--- config.mk ---
export PLATFORM = sky130hd
export DESIGN_NAME = seq_detect_sched
export DESIGN_NICKNAME = d
export VERILOG_FILES = /design/src/rtl/seq_detect_pkg.sv /design/src/rtl/seq_detect_sched_rr_arbiter.sv /design/src/rtl/seq_detect_sched.sv
export SDC_FILE = /design/constraint.sdc
export NUM_CORES = 1
export LEC_CHECK = 0
export BUFFER_PORTS_ARGS = -buffer_cell sky130_fd_sc_hd__buf_2
export CORE_ASPECT_RATIO = 1.2
export CORE_MARGIN = 4
export CORE_UTILIZATION = 23
export CTS_BUF_LIST = sky130_fd_sc_hd__clkbuf_4
export DETAILED_ROUTE_END_ITERATION = 10
export PLACE_DENSITY_LB_ADDON = 0.05
export SYNTH_ARGS = -nofsm -noshare
export SYNTH_HDL_FRONTEND = slang
export SYNTH_SLANG_ARGS = --single-unit
export TNS_END_PERCENT = 50
--- constraint.sdc ---
create_clock -name clk -period 4.1 [get_ports clk]
set_clock_uncertainty 0.05 [all_clocks]
set_input_delay 0.41 -clock clk [delete_from_list [all_inputs] [get_ports clk]]
set_output_delay 0.41 -clock clk [all_outputs]
set_load 0.05 [all_outputs]
--- src/rtl/seq_detect_pkg.sv ---
// Shared types and the 1011 detector next-state function used by every
// channel of the time-shared sequence detector.
package seq_detect_pkg;

    typedef enum logic [2:0] {
        S0 = 3'b000,
        S1 = 3'b001,
        S2 = 3'b010,
        S3 = 3'b011,
        S4 = 3'b100
    } det_state_t;

    localparam det_state_t DET_HIT = S4;

    // Overlapping Moore detector: S4 behaves like S1 for the next bit
    // because the trailing 1 of 1011 can start a new match.
    function automatic det_state_t det_next(input det_state_t st, input logic b);
        det_state_t nxt;
        case (st)
            S0:      nxt = b ? S1 : S0;
            S1:      nxt = b ? S1 : S2;
            S2:      nxt = b ? S3 : S0;
            S3:      nxt = b ? S4 : S2;
            S4:      nxt = b ? S1 : S2;
            default: nxt = S0;
        endcase
        return nxt;
    endfunction

endpackage

--- src/rtl/seq_detect_sched_rr_arbiter.sv ---
// Combinational rotating-priority arbiter: the search starts one past the
// most recently granted channel and wraps around.
module rr_arbiter #(
    parameter int N = 4
) (
    input  logic [N-1:0]         elig,
    input  logic [$clog2(N)-1:0] last,
    output logic [N-1:0]         gnt,
    output logic [$clog2(N)-1:0] idx
);

    localparam int IW = $clog2(N);

    logic w_found;
    int   w_cand;

    always_comb begin
        gnt     = '0;
        idx     = '0;
        w_found = 1'b0;
        w_cand  = 0;
        for (int k = 0; k < N; k++) begin
            w_cand = int'(last) + 1 + k;
            if (w_cand >= N) begin
                w_cand = w_cand - N;
            end
            if (!w_found && elig[w_cand]) begin
                w_found     = 1'b1;
                gnt[w_cand] = 1'b1;
                idx         = IW'(w_cand);
            end
        end
    end

endmodule

--- src/rtl/seq_detect_sched.sv ---
// Round-robin scheduler sharing one 1011 detector datapath among NCH serial
// channels, with per-channel saved state and saturating hit counters.
import seq_detect_pkg::*;

module seq_detect_sched #(
    parameter int NCH = 4,
    parameter int CW  = 8
) (
    input  logic                   clk,
    input  logic                   reset,
    input  logic [NCH-1:0]         req,
    input  logic [NCH-1:0]         bit_in,
    input  logic [NCH-1:0]         clr_ch,
    output logic [NCH-1:0]         gnt,
    output logic                   det_valid,
    output logic [$clog2(NCH)-1:0] det_ch,
    input  logic [$clog2(NCH)-1:0] rd_sel,
    output logic [CW-1:0]          hit_cnt
);

    localparam int IW = $clog2(NCH);

    det_state_t      r_st  [NCH];
    logic [CW-1:0]   r_cnt [NCH];
    logic [IW-1:0]   r_last;
    logic            r_det_valid;
    logic [IW-1:0]   r_det_ch;

    logic [NCH-1:0]  w_elig;
    logic [NCH-1:0]  w_gnt;
    logic [IW-1:0]   w_idx;
    logic            w_any;
    det_state_t      w_next;
    logic            w_hit;

    // A channel being cleared is withheld from arbitration, and nothing is
    // granted while reset is held.
    assign w_elig = req & ~clr_ch & {NCH{~reset}};

    rr_arbiter #(.N(NCH)) u_arb (
        .elig (w_elig),
        .last (r_last),
        .gnt  (w_gnt),
        .idx  (w_idx)
    );

    assign w_any  = |w_gnt;
    assign w_next = det_next(r_st[w_idx], bit_in[w_idx]);
    assign w_hit  = w_any && (w_next == DET_HIT);

    always_ff @(posedge clk or posedge reset) begin
        if (reset) begin
            for (int i = 0; i < NCH; i++) begin
                r_st[i]  <= S0;
                r_cnt[i] <= '0;
            end
            r_last      <= IW'(NCH - 1);
            r_det_valid <= 1'b0;
            r_det_ch    <= '0;
        end else begin
            r_det_valid <= w_hit;
            if (w_hit) begin
                r_det_ch <= w_idx;
            end
            if (w_any) begin
                r_last <= w_idx;
            end
            for (int i = 0; i < NCH; i++) begin
                if (clr_ch[i]) begin
                    r_st[i]  <= S0;
                    r_cnt[i] <= '0;
                end else if (w_gnt[i]) begin
                    r_st[i] <= w_next;
                    if ((w_next == DET_HIT) && (r_cnt[i] != {CW{1'b1}})) begin
                        r_cnt[i] <= r_cnt[i] + CW'(1);
                    end
                end
            end
        end
    end

    assign gnt       = w_gnt;
    assign det_valid = r_det_valid;
    assign det_ch    = r_det_ch;
    assign hit_cnt   = r_cnt[rd_sel];

endmodule

; ---- Yosys cells after proc, flatten, opt, wreduce, memory -nomap -nowiden
; Index checks and enable logic that the tools add are counted.
[classes]
magnitude_cmp = 15
mux = 68
n_reduce_logical = 30
add_sub_neg = 12
n_eq_ne = 9
bitwise_logic = 9
[ops]
columns = op, n
row1 = greater-or-equal comparator 32 x 1 -> 1 bit (second input constant), 4
row2 = < comparator 32 x 4 -> 1 bit (second input constant), 4
row3 = 2-to-1 mux 32 bit, 4
row4 = 2-to-1 mux 8 bit, 14
row5 = greater-or-equal comparator 32 x 4 -> 1 bit (second input constant), 3
row6 = subtractor 32 x 4 -> 32 bit (second input constant), 3
row7 = adder 32 x 3 -> 32 bit (second input constant), 2
row8 = 2-to-1 mux 3 bit, 11
row9 = adder 32 x 2 -> 32 bit (second input constant), 1
row10 = adder 8 x 1 -> 8 bit (second input constant), 4
row11 = inequality test 8 bit (second input constant), 4
row12 = 2-to-1 mux 1 bit, 17
row13 = binary-select mux 8 bit (select 2 bit), 1
row14 = 2-to-1 mux 4 bit, 4
row15 = nonzero test 2 bit, 8
row16 = logical AND 1 bit, 12
row17 = 2-to-1 mux 2 bit, 6
row18 = OR 4 bit, 3
row19 = one-hot mux 3 bit (4 select lines), 1
row20 = binary-select mux 1 bit (select 2 bit), 5
row21 = greater-or-equal comparator 3 bit (second input constant), 3
row22 = bitwise AND 4 bit, 2
row23 = demux 1 bit (select 2 bit), 4
row24 = AND reduction 2 bit, 4
row25 = other kinds (14), 19
[word_totals]
inputBits = 16
output_inout_bits = 15
word_cells = 154
register_bits = 49

; ---- Logic depth before layout (Yosys ltp)
; Gate-level depths: netlist (run 1).
[depth]
depth_word = 28
ltp_mapped = 14
depth_no_buf = 12

; ---- By module
; From an unflattened synthesis (run 1), not the netlist that was laid out.
[hier_totals]
hier_cells = 330
area_unflattened_um2 = 3299.4
[modules_own_cells]
columns = mod, seq_area_each_um2, area_per_inst_um2, instances, cells_per_inst
row1 = seq_detect_sched, 1228.7, 2856.5, 1, 274
row2 = rr_arbiter, 0.0, 442.9, 1, 56

; ---- Least setup slack after synthesis (run 1)
; OpenSTA, ideal clock, no wires.
[synth_path]
kind = register to register
startpoint = register r_last[0]
endpoint = register r_cnt[6] (netlist name)
n_path_buf = 3
period_less_slack_ns = 4.065
arrival_ns = 3.890
required_time_ns = 3.925
path_slack_ns = 0.035
path_stages_with_launch = 12
setup_time_ns = 0.125
cell_sequence = dfstp_2 -> buf_6 -> inv_2 -> mux2_4 -> or4b_4 -> a2111oi_4 -> a221o_1 -> clkbuf_1 -> o31ai_1 -> clkbuf_1 -> nor4_1 -> mux2_2
[synth_between]
elab_cells_between_ends = 90
classes_between = 8 x add/sub / 12 x order compare / 5 x eq/ne / 45 x mux / 4 x bitwise / 16 x reduce/logical
[synth_rtl]
columns = item, line
row1 = start: declaration, seq_detect_sched.sv:25  ; logic [IW-1:0] r_last;
row2 = start signal: assignment, seq_detect_sched.sv:57  ; r_last <= IW'(NCH - 1);
row3 = start signal: assignment, seq_detect_sched.sv:66  ; r_last <= w_idx;
row4 = adder 2 x 1 -> 3 bit *, seq_detect_sched_rr_arbiter.sv:23  ; w_cand = int'(last) + 1 + k;
row5 = branches (longest 14 deep; another with adder 32 x 2 -> 32 bit), n/a
row6 = 2-to-1 mux 4 bit *, seq_detect_sched_rr_arbiter.sv:27  ; if (!w_found && elig[w_cand]) begin
row7 = via gnt[3], seq_detect_sched.sv:14  ; output logic [NCH-1:0] gnt,
row8 = nonzero test 2 bit (no line) *, n/a
row9 = AND reduction 2 bit (no line) *, n/a
row10 = end signal: indexed assignment, seq_detect_sched.sv:75  ; r_cnt[i] <= r_cnt[i] + CW'(1);
row11 = end: declaration, seq_detect_sched.sv:24  ; logic [CW-1:0] r_cnt [NCH];
; Mark *: on every way through the listed nets, which the timed path passes. The select of a mux whose other input is x is not followed.
; A chain may end at the register's enable or synchronous reset.

; ---- Worst setup path in the final report (run 1)
[layout_path]
startpoint = register r_last[0]
endpoint = register r_st[1] (netlist name)
[layout_between]
elab_chain_cells = 25
elab_cells_between_ends = 87
classes_between = 8 x add/sub / 12 x order compare / 4 x eq/ne / 46 x mux / 4 x bitwise / 13 x reduce/logical
[layout_lines]
columns = item, line
row1 = adder 2 x 1 -> 3 bit *, seq_detect_sched_rr_arbiter.sv:23
row2 = branches (longest 24 deep; another with adder 32 x 2 -> 32 bit), n/a
row3 = end signal: indexed assignment, seq_detect_sched.sv:73  ; r_st[i] <= w_next;
row4 = end: declaration, seq_detect_sched.sv:23  ; det_state_t r_st [NCH];
; Every way passes the cells marked *. The select of a mux whose other input is x is not followed.

==> results by group, run 1 <==
Yosys
  • Yosys top cell by area: dfrtp_1
  • Mapped Nets: 374
  • Distinct cells, synth: 55
  • Post-synthesis cell area: about 3400 um^2
  • FF+latch count, synth: 49
  • Post-synth EDFFs: 0
  • Yosys top cell area share: 0.349
  • Seq/Total Area, Yosys: 0.365
  • Post-synth top cells: dfrtp_1 (47), a21oi_1 (33), nor2_1 (31)
  • Synth top area cells: dfrtp_1 (35%), mux4_2 (8.7%), a21oi_1 (4.9%)
  • Synth Instances: 347
  • Main flop type after synthesis: dfrtp_1
  • Syn Area/Cell: 9.71 um^2
  • Synth warn: 0
  • Synth async-reset ratio: 1.00
  • Cell with the most instances after synthesis: dfrtp_1

Flow run
  • Max-Cap Viols: 0

Detailed routing
  • Antenna viol nets, final: 0
  • Initial drt markers: 111
  • Routed vias: a little under 3000
  • Drt pass-1 iters: 4
  • Routed len/inst: between 15 and 20 um
  • DRC: 0
  • Vias per cell: 5.08
  • Final WL: 10.4 mm

Cells and area
  • Final #Nets: 419
  • P&R area growth vs syn: 18.2%
  • Final Util: 0.278
  • Share of layout cells above drive strength 1: 0.270
  • Fin area: 3990 um^2

Floorplan
  • Core Footprint: 14400 um^2
  • Die Width: 119 um
  • Starting Density: 0.235
  • Die area: 16700 um^2
  • Die Ht: 141 um
  • Rows: 48
  • # IOs: 31

Global route
  • Total GRT Usage: 0.131
  • Total gr overflow: 0
  • Largest net degree at the start of global routing: 50
  • Initial antenna violation count: 1
  • First-pass GRT wire length: 16.9 mm
  • Number of global-route vias before repair: 2929

Timing
  • Final Cycle Share: 0.954
  • Fmax: between 0.2 and 0.3 GHz
  • Final count of pins violating max slew: 0
  • Final setup viols: 0
  • Hold Fails Final Rpt: 0
  • Min cycle time layout: 3.91 ns
  • Worst slew pin tran: 1.13 ns
  • Slew headroom: 0.241

Run status
  • Status: complete, no violations

CTS
  • # clock sinks: approximately 50
  • Max Root-Sink Buffers: 2
  • H-tree levels: 2
  • CTS tree: built
  • Total CTS buffers: 5
  • Clock-pin slew on the worst setup and hold paths: 0.16 ns
  • Root buf cell: clkbuf_4
  • # hold bufs at CTS: 0
  • Worst-Skew Late Latency: around 0.41 ns

Power and ir drop
  • Power, Total: 0.00153 W
  • Leakage: 1.64 nW
  • Pwr dens: 385 nW/um^2
  • VDD IR-drop max: 0.121 mV

Place
  • Port-buffer cells: 30
  • HPWL Detailed: 7.56 mm
  • Placed Area: roughly 3800 um^2
  • GPL Wtd Cong: 0.717

Setup path
  • Cell repeated most along the worst path: mux4_2
  • Critical path required time: 4.37 ns
  • Crit path capture type: flip-flop
  • Slowest CP cell: mux4_2
  • Largest delay share family, worst path: compound AO/OA/AOI/OAI gates
  • WP buf/inv: 2
  • Max incr delay on CP: 0.63 ns
  • CP arrival: 4.18 ns
  • Worst-path cell chain: inv_2 > ha_1 > nor2_1 > mux4_2 > o2111a_1 > a41o_1 > a31oi_4 > mux4_2 > buf_4 > nor4bb_1 > a211oi_2 > a211oi_1
  • Worst Setup Start Kind: flip-flop
  • Worst-path fanout max: 8
  • Crit Path Class: flip-flop to flip-flop

Hold path
  • Hold Path Class: primary input to asynchronous set/reset pin
## metal layers
layer  GRT usage  up-vias  routed length [um]
li1            -     1408                   -
met1       0.175     1436                5050
met2       0.216       36                5010
met3      0.0289        8                 244
met4      0.0354        0                 138
met5           0        -                   0
## area by class of cell
| cell class | instances | area [um^2] |
|---|---|---|
| fill | 1536 | 10400 |
| multi-input combinational | 264 | 2030 |
| tap | 175 | 219 |
| timing repair buffer | 56 | 370 |
| clock buffer | 6 | 45.0 |
| clock inverter | 2 | 33.8 |
| inverter | 16 | 60.1 |
| antenna | 1 | 2.50 |
| sequential | 49 | 1230 |
## logic make-up (layout without fill, tap and decap cells)
logic type               Yosys count  in the layout  synth area share
other                              0              1                 0
flip-flops                        49             49             0.365
multiplexers                      29             29             0.140
AO/OA/AOI/OAI                     86             86             0.174
buffers and inverters             34             80            0.0460
AND/OR/NAND/NOR                  138            138             0.235
adder cells (fa/ha/maj)           11             11            0.0408
## flip-flops by register name, indices dropped and copies added, names as in the netlist
register / count
r_cnt: 32
r_last: 2
r_st: 12
det_valid: 1
det_ch: 2
## worst reg2reg max path, delay by kind of cell (launching register included)
family / cells / cell delay, ns
flip-flops: 1 / 0.61
AO/OA/AOI/OAI: 5 / 1.17
buffers and inverters: 2 / 0.28
adder cells (fa/ha/maj): 1 / 0.24
multiplexers: 2 / 0.95
AND/OR/NAND/NOR: 2 / 0.51
## stage by stage
step	setup WS, ns	hold WS, ns	TNS, ns	std cells
2_1_floorplan	0.0352	0.426	0	347
3_5_place_dp	0.0603	0.453	0	554
3_3_place_gp	0.0812	0.439	0	554
5_1_grt	-0.0188	0.284	-0.0457	569
4_1_cts	0.0380	0.236	0	562
6_report	0.187	0.244	0	569
## cells in the final DEF, fill, tap and decap left out, types with 4 or more instances in the layout
cell,count
a211oi_1,4
a21oi_1,32
buf_2,30
buf_4,24
clkbuf_4,6
dfrtp_1,47
ha_1,11
inv_1,14
mux2_2,7
mux2i_1,5
mux4_2,13
nand2_1,21
nand2b_1,6
nand3_1,19
nand4_1,4
nor2_1,30
nor2b_1,5
o21ai_0,13
o31ai_1,19
or3_1,8
or4_1,17
## worst paths after layout
kind,startpoint,slack (ns),endpoint,cells after the start
max,r_last[0],0.19,r_st[1],12
min,reset,0.24,r_cnt[8],3
max reg2reg,r_last[0],0.19,r_st[1],12
min reg2reg,det_ch[1],0.49,det_ch[1],1
max in group asynchronous,reset,3.28,r_st[4],3
min in group clk,clr_ch[0],0.32,r_cnt[29],3
## repair_timing
| action | in CTS | in global routing |
|---|---|---|
| resized for setup | 0 | 7 |
| setup buffers | 0 | 6 |
| setup endpoints to repair | 0 | 24 |
## power breakdown
part	switching, W	internal, W
sequential	0.0000294	0.000527
combinational	0.000421	0.000245
clock	0.000179	0.000134
Power figures use the tool's default switching activity.
==> inputs of run 2 (changes only) <==
--- a/config.mk
+++ b/config.mk
@@ -6,7 +6,7 @@
 export NUM_CORES = 1
 export LEC_CHECK = 0
 export BUFFER_PORTS_ARGS = -buffer_cell sky130_fd_sc_hd__buf_2
-export CORE_ASPECT_RATIO = 1.2
+export CORE_ASPECT_RATIO = 1.5
 export CORE_MARGIN = 4
 export CORE_UTILIZATION = 23
 export CTS_BUF_LIST = sky130_fd_sc_hd__clkbuf_4
==> run 2 against run 1 <==
  * Worst hold slack improved by 0.0064 ns
  * Critical path type unchanged
  * Wire length grew 4.8%
  * Design area grew 0.94%
  * Combinational power up 5.3%
  * Die area is 0.19% higher
  * Register-to-register slack got worse by 0.08 ns
  * Fmax is 2.1% lower
  * Clock power fell by 14%
  * Count of clock-buffer cells in the layout is 1 lower
  * Highest routed layer unchanged
  * Non-clock buffer count increased by 4
  * Worst setup slack worse by 0.083 ns
  * Cell count rose by 3.7%
==> results by group, run 2 (same netlist as run 1, synthesis figures left out) <==
CTS
  • Root buf cell: clkbuf_4
  • Clock-pin slew on the worst setup and hold paths: 0.19 ns (+0.03 ns)
  • # clock sinks: 49 (unchanged)
  • H-tree levels: 2 (unchanged)
  • # hold bufs at CTS: 0 (unchanged)
  • CTS tree: built
  • Total CTS buffers: 5 (unchanged)
  • Worst-Skew Late Latency: 0.40 ns (about the same)
  • Max Root-Sink Buffers: 2 (unchanged)

Setup path
  • Critical path required time: 4.37 ns (about the same)
  • CP arrival: 4.26 ns (+0.08 ns)
  • Crit Path Class: flip-flop to flip-flop
  • Worst Setup Start Kind: flip-flop
  • Worst-path fanout max: 21 (+13)
  • Crit path capture type: flip-flop

Timing
  • Final Cycle Share: 0.975 (+0.0201)
  • Fmax: 0.250 GHz (-2.1%)
  • Total negative slack: 0 ns (unchanged)
  • Final setup viols: 0 (unchanged)
  • Hold Fails Final Rpt: 0 (unchanged)
  • Slew headroom: 0.255 (+0.0137)
  • Worst Hold Slack: 0.251 ns (+0.00645 ns)
  • Min cycle time layout: 4.00 ns (+0.0826 ns)
  • Worst slew pin tran: 1.11 ns (-0.0204 ns)
  • RSZ-0062 raised after global routing: yes
  • Final count of pins violating max slew: 0 (unchanged)

Global route
  • Largest net degree at the start of global routing: 50 (unchanged)
  • Initial antenna violation count: 1 (unchanged)
  • Total GRT Usage: 0.130 (-0.000798)
  • Number of global-route vias before repair: 2800 (-4.4%)
  • Total gr overflow: 0 (unchanged)
  • First-pass GRT wire length: 16.7 mm (-1.3%)

Cells and area
  • Filler Cells Inserted: 1567 (+2.0%)
  • P&R area growth vs syn: 19.3%
  • Largest Register: r_cnt
  • Final #Nets: 423 (+0.95%)
  • Share of layout cells above drive strength 1: 0.282 (+0.0124)
  • Max reg flops: 32 (unchanged)
  • Top Registers: r_cnt: 32 flops, r_st: 12 flops
  • Fin area: 4020 um^2 (+0.94%)
  • Final Util: 0.283 (+0.00583)
  • Most common cell after layout, fill and taps aside: dfrtp_1
  • Commonest non-fill, non-tap cells in the layout: dfrtp_1 (47), a21oi_1 (33), nor2_1 (30), buf_2 (30), buf_4 (27)

Power and ir drop
  • VDD IR-drop max: 0.142 mV (+17%)
  • P_int: 0.000863 W (-4.7%)
  • Pwr dens: 379 nW/um^2 (-1.7%)
  • Net Sw Frac: 0.434 (+0.0236)
  • Sequential power share: 0.363 (about the same)
  • Clock share of power: 0.176 (-0.028)
  • Combinational power share: 0.460 (+0.026)
  • Power, Total: 0.00152 W (-0.74%)
  • Switch Pwr: 0.000661 W (+5.0%)
  • Leakage: 1.63 nW (-0.12%)

Floorplan
  • Starting Density: 0.238 (+0.00269)
  • Die Ht: 156 um (+11%)
  • Core Footprint: 14200 um^2 (-1.1%)
  • Rows: 53 (+10%)
  • Die Width: 107 um (-9.8%)
  • # IOs: 31 (unchanged)
  • Die area: 16700 um^2 (+0.19%)

Place
  • Placed Area: 3840 um^2 (+0.62%)
  • GPL Wtd Cong: 0.848 (+18%)
  • HPWL Detailed: 7.99 mm (+5.8%)
  • Port-buffer cells: 30 (unchanged)

Detailed routing
  • Routed len/inst: 18.6 um (+1.1%)
  • Antenna viol nets, final: 0 (unchanged)
  • DRC: 0 (unchanged)
  • Final WL: 10.9 mm (+4.8%)
  • Drt pass-1 iters: 4 (unchanged)
  • Vias per cell: 5.02 (-1.2%)
  • Routed vias: 2960 (+2.5%)
  • Initial drt markers: 129 (+16%)

Hold path
  • Hold Path Class: primary input to asynchronous set/reset pin

Run status
  • Status: complete, no violations

Flow run
  • Max-Cap Viols: 0 (unchanged)
==> run 2: cell count changes in the layout (fill, tap and decap cells not counted), sizes merged <==
cell / change
bufinv: -1
buf: +3
inv: +2
==> run 2: final timing paths <==
check	cells past startpoint	slack, ns	to	startpoint
worst max-delay path	11	0.10	r_cnt[29]	r_last[0]
worst min-delay path	3	0.25	r_st[11]	reset
worst max register to register	11	0.10	r_cnt[29]	r_last[0]
worst min register to register	2	0.49	r_st[3]	r_st[3]
max in group asynchronous	3	3.28	r_cnt[15]	reset
min in group clk	3	0.32	r_cnt[28]	clr_ch[0]
==> run 2: metal layers <==
metal | global-route usage | up-vias | share of wire
met5 | 0 | - | 0
met4 | 0.0341 | 0 | 0.016
met3 | 0.0149 | 10 | 0.021
met2 | 0.244 | 48 | 0.54
met1 | 0.157 | 1484 | 0.42
li1 | - | 1418 | -
==> run 2: critical path, stage by stage (launching register included) <==
cell       delay (ns)
dfstp_2          0.61
inv_2            0.10
mux2_4           0.33
or4b_4           0.55
a2111oi_4        0.49
a31oi_4          0.23
buf_4            0.19
mux4_2           0.29
nand4b_4         0.19
buf_12           0.21
or4_1            0.50
a21oi_1          0.16
==> run 2: area by class of cell <==
cell class	count	area (um^2)	area share
Inverter	16	60.1	0.0149
Clock buffer	5	37.5	0.00933
Sequential cell	49	1230	0.305
Timing Repair Buffer	60	409	0.102
Clock inverter	3	28.8	0.00715
Multi-Input combinational cell	264	2020	0.501
Tap cell	192	240	0.0597
Antenna cell	1	2.50	0.000622
==> run 2: per-stage QoR <==
stage / std cells / setup WS, ns
after global routing: 590 / -0.0720
final: 590 / 0.105
after floorplan: 347 / 0.0352
after detailed placement: 573 / 0.0457
after CTS: 581 / 0.0438
after global placement: 573 / 0.114
==> run 2: power groups by stage <==
stage,Sequential (W),Combinational (W),Clock (W)
final,0.000554,0.000701,0.000269
after global routing,0.000559,0.000761,0.000303
after CTS,0.000554,0.000679,0.000288
after detailed placement,0.000564,0.000674,0
after global placement,0.000564,0.000678,0
after floorplan,0.000567,0.000443,0
==> run 2: timing repair <==
| action | 4_1_cts | 5_1_grt |
|---|---|---|
| buffers inserted | 0 | 7 |
| gates resized for setup | 0 | 8 |
| setup endpoints to repair | 0 | 23 |
